### config.mk
export PLATFORM = sky130hd
export DESIGN_NAME = chimera_clu_pwr_seq
export DESIGN_NICKNAME = d
export VERILOG_FILES = /design/src/rtl/chimera_pkg.sv /design/src/rtl/chimera_clu_pwr_fsm.sv /design/src/rtl/chimera_clu_pwr_seq.sv
export SDC_FILE = /design/constraint.sdc
export NUM_CORES = 1
export LEC_CHECK = 0
export CAP_MARGIN = 10
export CORE_UTILIZATION = 45
export CTS_CLUSTER_DIAMETER = 150
export DETAILED_ROUTE_END_ITERATION = 10
export GPL_TIMING_DRIVEN = 0
export PLACE_DENSITY_LB_ADDON = 0.3
export SLEW_MARGIN = 0
export SYNTH_ARGS = -nofsm -noshare
export SYNTH_HDL_FRONTEND = slang
export SYNTH_SLANG_ARGS = --single-unit
### constraint.sdc
create_clock -name soc_clk_i -period 2.8 [get_ports soc_clk_i]
set_input_delay 0.42 -clock soc_clk_i [delete_from_list [all_inputs] [get_ports soc_clk_i]]
set_output_delay 0.42 -clock soc_clk_i [all_outputs]
set_load 0.01 [all_outputs]
### src/rtl/chimera_pkg.sv
// Shared types and default timing constants for the Chimera cluster power sequencer.
`timescale 1ns/1ps
package chimera_pkg;

    localparam int unsigned ChimeraClkSettleCycles  = 4;
    localparam int unsigned ChimeraRstHoldCycles    = 8;
    localparam int unsigned ChimeraIsoTimeoutCycles = 256;

    typedef enum logic [2:0] {
        CluPwrOff    = 3'd0,
        CluPwrClkOn  = 3'd1,
        CluPwrRstRel = 3'd2,
        CluPwrDeiso  = 3'd3,
        CluPwrOn     = 3'd4,
        CluPwrIso    = 3'd5,
        CluPwrRstAsr = 3'd6,
        CluPwrErr    = 3'd7
    } clu_pwr_state_e;

    function automatic int unsigned max3(input int unsigned a, input int unsigned b,
                                         input int unsigned c);
        int unsigned m;
        m = (a > b) ? a : b;
        return (m > c) ? m : c;
    endfunction

endpackage

### src/rtl/chimera_clu_pwr_fsm.sv
// One cluster's power/isolation sequencer: state, dwell counter, sticky error (and irq).
// Optional irq output/clear enabled by `CHIMERA_CLU_PWR_IRQ_EN.
`timescale 1ns/1ps
module chimera_clu_pwr_fsm
    import chimera_pkg::*;
#(
    parameter int unsigned ClkSettleCycles  = ChimeraClkSettleCycles,
    parameter int unsigned RstHoldCycles    = ChimeraRstHoldCycles,
    parameter int unsigned IsoTimeoutCycles = ChimeraIsoTimeoutCycles
) (
    input  logic clk_i,
    input  logic rst_i,
    input  logic en_i,
    input  logic isolated_i,
    input  logic err_clr_i,
`ifdef CHIMERA_CLU_PWR_IRQ_EN
    input  logic irq_clr_i,
    output logic irq_o,
`endif
    output logic isolate_o,
    output logic clk_en_o,
    output logic rst_no,
    output logic on_o,
    output logic busy_o,
    output logic err_o
);

    localparam int unsigned MaxCycles = max3(ClkSettleCycles, RstHoldCycles, IsoTimeoutCycles);
    localparam int unsigned CntWidth  = $clog2(MaxCycles + 1);

    localparam logic [CntWidth-1:0] ClkLoad = CntWidth'(ClkSettleCycles - 1);
    localparam logic [CntWidth-1:0] RstLoad = CntWidth'(RstHoldCycles - 1);
    localparam logic [CntWidth-1:0] IsoLoad = CntWidth'(IsoTimeoutCycles - 1);

    clu_pwr_state_e      state_q, state_d;
    logic [CntWidth-1:0] cnt_q, cnt_d;
    logic                isolate_q, isolate_d;
    logic                clk_en_q, clk_en_d;
    logic                rst_n_q, rst_n_d;
    logic                on_q, on_d;
    logic                busy_q, busy_d;
    logic                err_q, err_d;
    logic                timeout;
    logic                cnt_zero;
`ifdef CHIMERA_CLU_PWR_IRQ_EN
    logic                irq_q, irq_d;
`endif

    assign cnt_zero = (cnt_q == '0);

    // Next state, dwell counter reload and next registered outputs
    always_comb begin
        state_d = state_q;
        cnt_d   = cnt_zero ? cnt_q : cnt_q - CntWidth'(1);
        timeout = 1'b0;

        case (state_q)
            CluPwrOff:    if (en_i) state_d = CluPwrClkOn;
            CluPwrClkOn:  if (cnt_zero) state_d = CluPwrRstRel;
            CluPwrRstRel: if (cnt_zero) state_d = CluPwrDeiso;
            CluPwrDeiso: begin
                if (!isolated_i) begin
                    state_d = CluPwrOn;
                end else if (cnt_zero) begin
                    state_d = CluPwrIso;
                    timeout = 1'b1;
                end
            end
            CluPwrOn:     if (!en_i) state_d = CluPwrIso;
            CluPwrIso: begin
                if (isolated_i) begin
                    state_d = CluPwrRstAsr;
                end else if (cnt_zero) begin
                    state_d = CluPwrErr;
                    timeout = 1'b1;
                end
            end
            CluPwrRstAsr: if (cnt_zero) state_d = CluPwrOff;
            CluPwrErr:    if (err_clr_i) state_d = CluPwrRstAsr;
            default:      state_d = CluPwrOff;
        endcase

        if (state_d != state_q) begin
            case (state_d)
                CluPwrClkOn, CluPwrRstAsr: cnt_d = ClkLoad;
                CluPwrRstRel:              cnt_d = RstLoad;
                CluPwrDeiso, CluPwrIso:    cnt_d = IsoLoad;
                default:                   cnt_d = '0;
            endcase
        end

        isolate_d = !(state_d inside {CluPwrDeiso, CluPwrOn});
        clk_en_d  = (state_d != CluPwrOff);
        rst_n_d   = state_d inside {CluPwrRstRel, CluPwrDeiso, CluPwrOn, CluPwrIso, CluPwrErr};
        on_d      = (state_d == CluPwrOn);
        busy_d    = !(state_d inside {CluPwrOff, CluPwrOn});

        // A timeout in the same cycle beats a clear
        err_d = timeout ? 1'b1 : (err_clr_i ? 1'b0 : err_q);
`ifdef CHIMERA_CLU_PWR_IRQ_EN
        irq_d = ((state_d != state_q) && (state_d inside {CluPwrOn, CluPwrOff, CluPwrErr}))
                ? 1'b1 : (irq_clr_i ? 1'b0 : irq_q);
`endif
    end

    always_ff @(posedge clk_i) begin
        if (rst_i) begin
            state_q   <= CluPwrOff;
            cnt_q     <= '0;
            isolate_q <= 1'b1;
            clk_en_q  <= 1'b0;
            rst_n_q   <= 1'b0;
            on_q      <= 1'b0;
            busy_q    <= 1'b0;
            err_q     <= 1'b0;
`ifdef CHIMERA_CLU_PWR_IRQ_EN
            irq_q     <= 1'b0;
`endif
        end else begin
            state_q   <= state_d;
            cnt_q     <= cnt_d;
            isolate_q <= isolate_d;
            clk_en_q  <= clk_en_d;
            rst_n_q   <= rst_n_d;
            on_q      <= on_d;
            busy_q    <= busy_d;
            err_q     <= err_d;
`ifdef CHIMERA_CLU_PWR_IRQ_EN
            irq_q     <= irq_d;
`endif
        end
    end

    assign isolate_o = isolate_q;
    assign clk_en_o  = clk_en_q;
    assign rst_no    = rst_n_q;
    assign on_o      = on_q;
    assign busy_o    = busy_q;
    assign err_o     = err_q;
`ifdef CHIMERA_CLU_PWR_IRQ_EN
    assign irq_o     = irq_q;
`endif

endmodule

### src/rtl/chimera_clu_pwr_seq.sv
// Per-cluster power/isolation sequencer array: one independent FSM per external cluster.
// Optional irq_o/irq_clr_i ports enabled by `CHIMERA_CLU_PWR_IRQ_EN.
`timescale 1ns/1ps
module chimera_clu_pwr_seq
    import chimera_pkg::*;
#(
    parameter int unsigned NumClusters      = 5,
    parameter int unsigned ClkSettleCycles  = ChimeraClkSettleCycles,
    parameter int unsigned RstHoldCycles    = ChimeraRstHoldCycles,
    parameter int unsigned IsoTimeoutCycles = ChimeraIsoTimeoutCycles
) (
    input  logic                   soc_clk_i,
    input  logic                   rst_i,
    input  logic [NumClusters-1:0] clu_en_i,
    input  logic [NumClusters-1:0] isolated_i,
    input  logic [NumClusters-1:0] err_clr_i,
`ifdef CHIMERA_CLU_PWR_IRQ_EN
    input  logic [NumClusters-1:0] irq_clr_i,
    output logic [NumClusters-1:0] irq_o,
`endif
    output logic [NumClusters-1:0] isolate_o,
    output logic [NumClusters-1:0] clk_en_o,
    output logic [NumClusters-1:0] clu_rst_no,
    output logic [NumClusters-1:0] on_o,
    output logic [NumClusters-1:0] busy_o,
    output logic [NumClusters-1:0] err_o
);

    for (genvar c = 0; c < NumClusters; c++) begin : gen_clu
        chimera_clu_pwr_fsm #(
            .ClkSettleCycles  (ClkSettleCycles),
            .RstHoldCycles    (RstHoldCycles),
            .IsoTimeoutCycles (IsoTimeoutCycles)
        ) u_fsm (
            .clk_i      (soc_clk_i),
            .rst_i      (rst_i),
            .en_i       (clu_en_i[c]),
            .isolated_i (isolated_i[c]),
            .err_clr_i  (err_clr_i[c]),
`ifdef CHIMERA_CLU_PWR_IRQ_EN
            .irq_clr_i  (irq_clr_i[c]),
            .irq_o      (irq_o[c]),
`endif
            .isolate_o  (isolate_o[c]),
            .clk_en_o   (clk_en_o[c]),
            .rst_no     (clu_rst_no[c]),
            .on_o       (on_o[c]),
            .busy_o     (busy_o[c]),
            .err_o      (err_o[c])
        );
    end

endmodule

==> flow_summary.yaml <==
cts:
  cts_hold_buffers: 0
  clock_sinks: 90
  clk_path_buf_depth: 2
  clkTransAtPathRegs_ns: 0.07
  htree_num_levels: 3
  tritoncts: "done"
  cts_inserted_buffers: 9
  insertion_delay_ns: 0.35
  root_buffer: "clkbuf_16"
global_routing:
  grt_pass1_wl_mm: 23.14
  grt_antenna_before_repair: 0
  grt_max_degree: 15
  grt_pass1_vias: 5125
  grt_util_all_layers_pct: 21.89
  grt.overflow.total: 0
finish:
  diodes: 0
  final_cell_count_no_fill: 922
  n_fill_cell: 1128
  drive_gt1_share_pct: 12.47
  final_nets: 776
  design_area_um2: 6739
  area.growth.synth_to_final_pct: 18.27
  multi_input_area_um2: 3425
  seq_area_um2: 1802
yosys:
  async_flop_share_pct: 0
  synth_top_area_cell: "dfxtp_1"
  yosysMostFrequentCell: "dfxtp_1"
  synth-simple-area-share_pct: 23.58
  ys_seq_elements: 90
  synthCells: 693
  syn_avg_cell_area_um2: 8.222
  synth_area_leaders: "dfxtp_1 32%, a21oi_1 4.2%, buf_4 4.2%, nor2_1 4.0%, nand2_1 3.8%"
  synth_common_cells: "90 x dfxtp_1, 60 x nor2_1, 57 x nand2_1, 48 x a21oi_1, 32 x buf_4"
  synthXorXnorAreaFrac_pct: 4.919
  ys_types: 88
  synth_top_area_share_pct: 31.62
  seq_area_frac_synth_pct: 31.62
  synth_top_flop_cell: "dfxtp_1"
  synth-compound-area-share_pct: 25.27
  synth_nets: 720
  yosys_warnings: 0
  synth_top_family_by_area: "compound AO/OA/AOI/OAI gates"
  synthMuxAreaShare_pct: 3.184
  synth-edff-count: 0
  synth_area_um2: 5698
  synthAdderAreaFrac_pct: 2.196
worst_setup_path:
  start_kind: "flip-flop"
  worst-r2r-cell-count: 10
  setup.worst_path.end_class: "flip-flop"
  crit_path_top_delay_cell: "a311o_1"
  regToRegEndpoint: "gen_clu[3].u_fsm.cnt_q[2]"
  critPathBufInv: 4
  cp_common_cell: "inv_1"
  r2r-start: "gen_clu[3].u_fsm.cnt_q[0]"
  cp-startpoint: "gen_clu[3].u_fsm.cnt_q[0]"
  arrival_ns: 2.90
  critPathMaxFanout: 9
  worstSetupPathType: "flip-flop to flip-flop"
  rrSetupSlack_ns: 0.16
  required_ns: 3.06
  cp_top_family: "compound AO/OA/AOI/OAI gates"
  crit_chain: "inv_1 > ha_1 > nor4b_4 > buf_4 > and2_2 > buf_6 > o211ai_4 > inv_1 > a311o_1 > a221oi_2"
  cpPeakStageDelay_ns: 0.41
placement:
  gp_congestion: 0.8925
  pre_cts_ws_ns: -0.2252
  dp_hpwl_mm: 10.23
  port_buffers: 43
  dp.cells: 904
  place_area_um2: 6339
worst_hold_path:
  hold_path.class: "flip-flop to flip-flop"
  hold_end: "gen_clu[4].u_fsm.err_o"
  hold_depth: 2
  min-delay-start: "gen_clu[4].u_fsm.err_o"
route:
  wl_met2_mm: 7.155
  wl_per_cell_um: 15.51
  route.met3.wl_um: 665
  ant_nets: 0
  wl_mm: 14.30
  m1WireLength_mm: 6.174
  num_vias: 5372
  drc_errors: 0
  dr.pass1.iters: 5
  highest_layer: "met4"
  initialDrtViolationCount: 360
  routed_via_density: 5.826
floorplanning:
  dieArea_um2: 13120
  std_cell_rows: 40
  ios: 47
  dieHeight_um: 114.5
  die_w_um: 114.5
  start_util_pct: 46.85
  coreArea_um2: 12160
job:
  max_cap_viol_count: 0
timing:
  rsz0062_at_grt: "no"
  hold_viol: 0
  holdWs_ns: 0.4867
  fin_ws_ns: 0.1594
  finalCriticalPeriod_ns: 2.641
  setup_viol: 0
  finalSetupTns_ns: 0
  skew_ns: 0.007525
  final_max_slew_viol_count: 0
  relSlewSlack_pct: 43.23
  period_share_pct: 94.31
  max_freq_mhz: 378.7
  worst_slew_pin_slew_ns: 0.8437
outcome:
  status: "complete, no violations"
pwr:
  powerDensity_nw_per_um2: 1236
  power_leakage_nw: 2.626
  ir_drop_v: 0.0005566
-- logic make-up after synthesis --
logic type                 Yosys count
and+or+nand+nor                    250
buffers and inverters               95
DFF                                 90
muxes                               16
AOI/OAI and AO/OA                  200
xor gates and xnor gates            32
adders and majority gates           10
-- state kept, by name, indices dropped and copies added, names as in the netlist --
| name | flops |
|---|---|
| gen_clu.u_fsm.err_o | 5 |
| gen_clu.u_fsm.isolate_o | 5 |
| gen_clu.u_fsm.cnt_q | 45 |
| gen_clu.u_fsm.on_o | 5 |
| gen_clu.u_fsm.clk_en_o | 5 |
| gen_clu.u_fsm.rst_no | 5 |
| gen_clu.u_fsm.state_q | 15 |
| gen_clu.u_fsm.busy_o | 5 |
-- power breakdown --
| part | leakage, nW | switching, W | internal [W] |
|---|---|---|---|
| Sequential | 0.740 | 0.000323 | 0.00169 |
| Combinational | 1.72 | 0.00281 | 0.00215 |
| Clock | 0.165 | 0.000511 | 0.000854 |
| Total | 2.63 | 0.00364 | 0.00469 |
-- per-layer routing --
layer	up-vias	global-route usage [%]
met5	-	0
met4	0	9.957
met3	29	4.341
met2	155	38.26
met1	2568	25.83
li1	2620	-
-- worst register-to-register path: stages (launching register included) --
cell	delay [ns]
dfxtp_1	0.38
inv_1	0.10
ha_1	0.22
nor4b_4	0.13
buf_4	0.17
and2_2	0.20
buf_6	0.14
o211ai_4	0.36
inv_1	0.20
a311o_1	0.41
a221oi_2	0.24
-- final cells by class --
type	instances	area share, %
buffer	68	6.294
clock buffer	12	3.955
clock inverter	4	1.077
inverter	27	1.504
multi-input combinational	509	50.82
sequential	90	26.74
tap	168	3.119
timing repair buffer	44	6.498
-- timing repair --
item / CTS / global route
gates cloned: 0 / 1
buffers inserted: 0 / 1
hold endpoints to repair: 0 / 0
pin swaps: 0 / 0
setup endpoints to repair: 4 / 24
resized for setup: 1 / 6
-- layout by cell type, fill, tap and decap left out, types with 5 or more instances in the layout --
| cell type | synthesis | layout |
|---|---|---|
| a211oi_1 | 9 | 9 |
| a21o_1 | 6 | 6 |
| a21oi_1 | 48 | 48 |
| a221oi_1 | 11 | 10 |
| a31oi_1 | 12 | 11 |
| a32oi_1 | 9 | 9 |
| and2_1 | 10 | 10 |
| and3_1 | 9 | 9 |
| buf_4 | 32 | 33 |
| clkbuf_1 | 27 | 27 |
| clkbuf_16 | 0 | 9 |
| clkbuf_8 | 3 | 6 |
| clkdlybuf4s50_1 | 0 | 43 |
| dfxtp_1 | 90 | 90 |
| ha_1 | 10 | 10 |
| inv_1 | 27 | 27 |
| mux2_2 | 7 | 7 |
| mux2i_1 | 8 | 8 |
| nand2_1 | 57 | 57 |
| nand2b_1 | 13 | 13 |
| nand3_1 | 24 | 24 |
| nor2_1 | 60 | 60 |
| nor2b_1 | 8 | 8 |
| nor3_1 | 21 | 21 |
| nor4_1 | 11 | 10 |
| o21a_1 | 6 | 6 |
| o21ai_0 | 28 | 28 |
| o22ai_1 | 7 | 7 |
| o31ai_1 | 6 | 6 |
| or3_1 | 5 | 5 |
| xnor2_1 | 18 | 18 |
| xor2_1 | 14 | 14 |
-- metrics by stage --
| stage | utilization, % | power, W |
|---|---|---|
| 3_5_place_dp | 52.12 | 0.006809 |
| 3_3_place_gp | 52.12 | 0.006639 |
| 6_report | 55.41 | 0.008330 |
| 2_1_floorplan | - | 0.005674 |
| 5_1_grt | 55.41 | 0.008921 |
| 4_1_cts | 54.91 | 0.008211 |
-- worst max path at each step --
stage                                      end  slack, ns  depth (start not counted)
finish               gen_clu[3].u_fsm.cnt_q[2]       0.16                         10
global route        gen_clu[2].u_fsm.isolate_o       0.01                          8
CTS                  gen_clu[1].u_fsm.cnt_q[2]       0.04                          8
detailed placement   gen_clu[2].u_fsm.cnt_q[3]      -0.23                          8
global placement     gen_clu[2].u_fsm.cnt_q[3]      -0.15                          8
floorplan            gen_clu[3].u_fsm.cnt_q[3]       0.48                          8
(Power assumes the default switching activity.)
